==> src/rtl/pb_group_blank_ctrl.sv <==
// Push-button front end: per-button synchronizer, debouncer and blank action,
// producing the four LED group blank controls.

module pb_group_blank_chan #(
    parameter int DEBOUNCE_CYCLES = 500000,
    parameter int TOGGLE_MODE     = 1
) (
    input  logic clk,
    input  logic rst,
    input  logic btn,
    input  logic clear_all,
    output logic blank,
    output logic press,
    output logic btn_db
);
    localparam int CW = (DEBOUNCE_CYCLES > 2) ? $clog2(DEBOUNCE_CYCLES) : 1;
    localparam logic [CW-1:0] CNT_MAX = CW'(DEBOUNCE_CYCLES - 1);

    logic          s1_q, s1_d;
    logic          s2_q, s2_d;
    logic          db_q, db_d;
    logic [CW-1:0] cnt_q, cnt_d;
    logic          press_q, press_d;
    logic          blank_q, blank_d;
    logic          rise;

    always_comb begin
        s1_d    = btn;
        s2_d    = s1_q;
        db_d    = db_q;
        cnt_d   = cnt_q;
        blank_d = blank_q;
        rise    = 1'b0;

        // Any return to the accepted level restarts the window; the counter
        // stops at CNT_MAX because acceptance clears it on that same cycle.
        if (s2_q == db_q) begin
            cnt_d = '0;
        end else if (cnt_q == CNT_MAX) begin
            db_d  = s2_q;
            cnt_d = '0;
        end else begin
            cnt_d = cnt_q + 1'b1;
        end

        rise    = ~db_q & db_d;
        press_d = rise;

        if (clear_all) begin
            blank_d = 1'b0;
        end else if (TOGGLE_MODE != 0) begin
            if (rise) blank_d = ~blank_q;
        end else begin
            blank_d = db_d;
        end
    end

    always_ff @(posedge clk) begin
        if (rst) begin
            s1_q    <= 1'b0;
            s2_q    <= 1'b0;
            db_q    <= 1'b0;
            cnt_q   <= '0;
            press_q <= 1'b0;
            blank_q <= 1'b0;
        end else begin
            s1_q    <= s1_d;
            s2_q    <= s2_d;
            db_q    <= db_d;
            cnt_q   <= cnt_d;
            press_q <= press_d;
            blank_q <= blank_d;
        end
    end

    assign blank  = blank_q;
    assign press  = press_q;
    assign btn_db = db_q;
endmodule

module pb_group_blank_ctrl #(
    parameter int DEBOUNCE_CYCLES = 500000,
    parameter int TOGGLE_MODE     = 1
) (
    input  logic       clk,
    input  logic       rst,
    input  logic [3:0] btn,
    input  logic       clear_all,
    output logic [3:0] blank,
    output logic [3:0] press,
    output logic [3:0] btn_db
);
    localparam int NUM_LANES = 4;

    // Channels share nothing but clock, reset and clear_all.
    for (genvar k = 0; k < NUM_LANES; k++) begin : g_chan
        pb_group_blank_chan #(
            .DEBOUNCE_CYCLES(DEBOUNCE_CYCLES),
            .TOGGLE_MODE    (TOGGLE_MODE)
        ) u_chan (
            .clk      (clk),
            .rst      (rst),
            .btn      (btn[k]),
            .clear_all(clear_all),
            .blank    (blank[k]),
            .press    (press[k]),
            .btn_db   (btn_db[k])
        );
    end
endmodule
==> config.mk <==
export PLATFORM = sky130hd
export DESIGN_NAME = pb_group_blank_ctrl
export DESIGN_NICKNAME = d
export VERILOG_FILES = /design/src/rtl/pb_group_blank_ctrl.sv
export SDC_FILE = /design/constraint.sdc
export NUM_CORES = 1
export LEC_CHECK = 0
export ABC_CLOCK_PERIOD_IN_PS = 4600
export CAP_MARGIN = 20
export CELL_PAD_IN_SITES_DETAIL_PLACEMENT = 0
export CELL_PAD_IN_SITES_GLOBAL_PLACEMENT = 1
export CORE_AREA = 2 2 82 116
export DETAILED_ROUTE_END_ITERATION = 10
export DIE_AREA = 0 0 84 118
export MAX_ROUTING_LAYER = met4
export PLACE_DENSITY_LB_ADDON = 0.1
export SLEW_MARGIN = 10
export SYNTH_ARGS = -nofsm -noshare
export SYNTH_HDL_FRONTEND = slang
export SYNTH_HIERARCHICAL = 1
export SYNTH_SLANG_ARGS = --single-unit
==> constraint.sdc <==
create_clock -name clk -period 4.6 [get_ports clk]
set_input_delay 1.38 -clock clk [delete_from_list [all_inputs] [get_ports clk]]
set_output_delay 1.38 -clock clk [all_outputs]
set_load 0.1 [all_outputs]
After elaboration in Yosys (flattened, before gate mapping) --
Cells that the tools add are included.
Storage, ports and cells: bits in registers 96, input port bits 7, output and inout bits 12, logic and storage cells 61
Cells by class: add/sub/neg operators 4, equality and inequality tests 8, muxes and demuxes 8, bitwise operators 12, reduce and logical (&&, ||, !) cells 5
Operators with widths (count):
- $add 19x1->19 const B | 4
- $eq 19x19->1 const B | 4
- $reduce_or 3->1 | 4
- $mux 1 | 8
- $not 1->1 | 8
- $and 1x1->1 | 4
- $eq 1x1->1 | 4
- $reduce_or 2->1 | 1

Depth between registers and ports, before layout --
depth in word-level cells 4, depth in mapped cells 6

Cells and area by module --
Netlist, hierarchy kept.
By module, submodules not included:
- pb_group_blank_chan | instances 4, cells each 122, area an instance 1088.5 sq um, sequential area each 480.5 sq um

Worst setup path before layout --
OpenSTA, ideal clock, no wires.
kind flip-flop to output port, start reg g_chan[0].u_chan.db_q, end out btn_db[0], arrival 958 ps, slack 2262 ps, stages on the path, launching flop included 1, path through dfxtp_1
RTL lines:
- from (decl) | RTL line 21 | logic db_q, db_d;
- from (signal assigned) | RTL line 62 | db_q <= 1'b0;
- from (signal assigned) | RTL line 69 | db_q <= db_d;
- to (decl) | RTL line 91 | output logic [3:0] btn_db
No word-level cell between the ends.

Final worst setup path --
start reg g_chan[3].u_chan.db_q, end out btn_db[3]
RTL lines (RTL line):
- from (decl) | 21
- from (signal assigned) | 62
- from (signal assigned) | 69
No word-level cell between the ends.

==> implementation parameters <==
Parameter                              Value

Clock tree
  Num CTS Buffers    9
  # Post-CTS Setup Buffers    0
  Clock Root Buffer    clkbuf_16
  Clock transition at the registers of the reported paths    around 0.070 ns
  Clock latency on the worst-skew pair    between 0.3 and 0.4 ns
  Count of H-tree levels built during CTS    3
  Hold-fix buffer count after cts    0
  Count of cells resized by post-cts repair    0
  Max Root-Sink Buffers    2
  Number of sinks handled by clock tree synthesis    96
  TritonCTS clock tree    yes

Timing
  Final number of hold-violating endpoints    0
  RSZ-0062 raised after global routing    false
  Relative max-transition margin    35.4%
  Shortest clock period the worst path allows after layout    3.27 ns
  Final setup fails    0
  Pins Over Slew Limit    0
  FMAX    just over 300 MHz
  Aggregate negative setup slack    0 ns
  Share of the clock period used by the worst path    71.0%
  Layout Skew    between 0.01 and 0.015 ns
  Worst-margin pin slew    between 0.9 and 1 ns

Power
  Switching Fraction    19.2%
  Clk network pwr share    about half
  Internal power consumption    1.38 mW
  Total power per unit cell area    343 mW/mm^2
  Worst voltage drop across the vdd grid    0.265 mV
  Pleak    1.41 nW
  Reported net switching power    0.327 mW
  Sequential group share of total power    49.2%
  Combinational Power Share    1.4%

Synth
  Share of synthesized cell area in full adder, half adder and majority cells    about 1.1%
  Synthesized cell area    0.00435 mm^2
  Ys Warns    6
  Post-synthesis simple-gate area fraction    33.2%
  Number of distinct library cells after synthesis    33
  Post-synth net total    499
  Combinational family with the most area after synthesis    simple AND/OR/NAND/NOR gates
  Total of flip-flops plus latches after synthesis    96
  Syn avg cell area    8.92 um^2
  Synth Area in Compound Gates    7.24%
  Gate count after technology mapping    488
  Sequential-to-total area share from yosys stat    44.1%
  Xor/xnor cell area share of the yosys netlist    11.3%
  Share of synthesized area spent on multiplexers    0%

Critical path
  Delay of the slowest cell on the worst path    1.16 ns
  Worst R2R Start    g_chan[3].u_chan/cnt_q[0]$_SDFF_PP0_
  Critical Path RT    around 3.2 ns
  Critical path start-end classification    flop to primary output
  Crit path buffers/inverters    1
  Kind of end point of the critical path    primary output
  Critical-path cell list    clkdlybuf4s50_1
  Worst setup startpoint    g_chan[3].u_chan/btn_db$_SDFF_PP0_
  Cell with the largest stage delay on the worst path    clkdlybuf4s50_1
  Largest delay contributor family on the critical path    buffers and inverters
  Endpoint arrival time on the critical path    1.89 ns
  Startpoint Class    flop
  Biggest fanout along the worst timing path    4

Drt
  Total vias in the final route    roughly 3,400
  Post-DRT Antenna Nets    0
  Number of iterations in the first detailed-routing pass    5
  Remaining routing DRC violations    0
  Wirelength, routed    8350 um
  Average routed wire per standard cell    13.5 um
  DR iter-0 viols    136
  Number of vias per cell    5.55

Global route
  Via count of the first global-routing pass    between 3,000 and 4,000
  Wire length of the first global-routing pass    14,800 um
  GRT Total Usage    18.4%
  Largest net degree at the start of global routing    23
  Global-route congestion overflow total    0
  Antenna violations before repair    0

Place
  Cell count after placement    603
  Placer congestion estimate    0.759
  Dpl hpwl    5860 um
  Count of port buffers added during placement    18

Cells and area
  Count of inserted antenna diode cells    0
  Final non-filler cell total    619
  Layout overhead on the synthesized area    14.0%
  Fraction of layout cells with a size suffix above 1    8.01%
  Leading cell type in the layout, fill and taps excluded    dfxtp_1
  Leading cell types in the layout, fill and taps excluded    dfxtp_1 (96), nor2_1 (72), xnor2_1 (48)
  Nets    518

Flow run
  Max-cap violations    0

Worst hold path
  Startpoint of the worst hold path    g_chan[2].u_chan/s1_q$_SDFF_PP0_
  Hold/Removal Path Class    flop to flop

Die
  Overall die height    approximately 120 um
  Die footprint    a little under 0.01 mm^2
  I/O pin total    19
  Site row count    41
  Horiz. Die Dim    84 um
  Starting Density    49.1%
  Floorplan Core Area    0.00887 mm^2

Outcome
  Status    complete, no violations
## kinds of logic after synthesis
logic type / Yosys count
and+or+nand+nor: 252
DFF: 96
xor gates and xnor gates: 56
AOI/OAI and AO/OA: 48
buffers and inverters: 32
adders and majority gates: 4
## through the flow
step | setup slack [ns] | cell area, um^2 | power, mW | utilization [%] | hold WS (ns)
after global placement | 1.47 | 4630 | 0.881 | 52.2 | 0.419
final | 1.33 | 4960 | 1.70 | 55.9 | 0.435
after CTS | 1.30 | 4960 | 1.72 | 55.9 | 0.438
after detailed placement | 1.42 | 4630 | 0.882 | 52.2 | 0.424
after global routing | 1.26 | 4960 | 1.77 | 55.9 | 0.468
after floorplan | 2.26 | 4350 | 0.868 | - | 0.414
## worst paths after layout
kind	to	slack [ns]	depth (start not counted)
setup / recovery	btn_db[3]	1.33	1
hold / removal	g_chan[2].u_chan/s2_q$_SDFF_PP0_	0.44	1
hold reg to reg	g_chan[2].u_chan/s2_q$_SDFF_PP0_	0.44	1
setup reg to reg	g_chan[3].u_chan/cnt_q[12]$_SDFF_PP0_	2.49	4
## power groups by stage
stage / logic, mW / clock network (mW) / registers [mW]
global route: 0.0279 / 0.901 / 0.838
floorplan: 0.0118 / 0 / 0.856
detailed placement: 0.0250 / 0 / 0.857
global placement: 0.0245 / 0 / 0.857
CTS: 0.0250 / 0.860 / 0.838
finish: 0.0246 / 0.840 / 0.838
## synthesized netlist by cell type, drive strengths merged
cell | n | area (um^2)
buf | 8 | 40.0
dfxtp | 96 | 1920
a21oi | 12 | 60.1
nand4b | 4 | 95.1
a211oi | 4 | 30.0
nor3 | 16 | 80.1
or3b | 4 | 35.0
nor2b | 12 | 75.1
nor4 | 24 | 175
nand2 | 20 | 75.1
nand3 | 28 | 140
clkbuf | 4 | 15.0
nor2 | 72 | 270
and4 | 4 | 35.0
o31ai | 8 | 60.1
nand2b | 4 | 25.0
nand4 | 20 | 125
o21ai | 16 | 95.1
or4 | 8 | 60.1
xnor2 | 48 | 420
o41ai | 4 | 35.0
inv | 20 | 75.1
or2 | 16 | 100
and3 | 4 | 25.0
xor2 | 8 | 70.1
o221ai | 4 | 35.0
ha | 4 | 50.1
nor3b | 4 | 30.0
or3 | 8 | 50.1
and4bb | 4 | 50.1
## sequential cells by signal, indices dropped and copies added (netlist names)
register	cells
g_chan.u_chan/btn_db	4
g_chan.u_chan/s1_q	4
g_chan.u_chan/cnt_q	76
g_chan.u_chan/press	4
g_chan.u_chan/blank	4
g_chan.u_chan/s2_q	4
## routing by layer
layer	part of all wire [%]	vias to the layer above	track usage [%]
met5	0	-	-
met4	1.2	0	6.25
met3	2.3	9	3.37
met2	50	33	30.5
met1	46	1616	22.6
li1	-	1776	-
## final cells by class
type	instances	area, um^2
fillers	831	3910
multi-input cells	360	2300
flip-flops and latches	96	1920
clock buffers	10	229
repair buffers	20	195
well taps	107	134
clock inverters	6	108
inverters	20	75.1
Note: power is estimated with default switching activity, not from simulation.
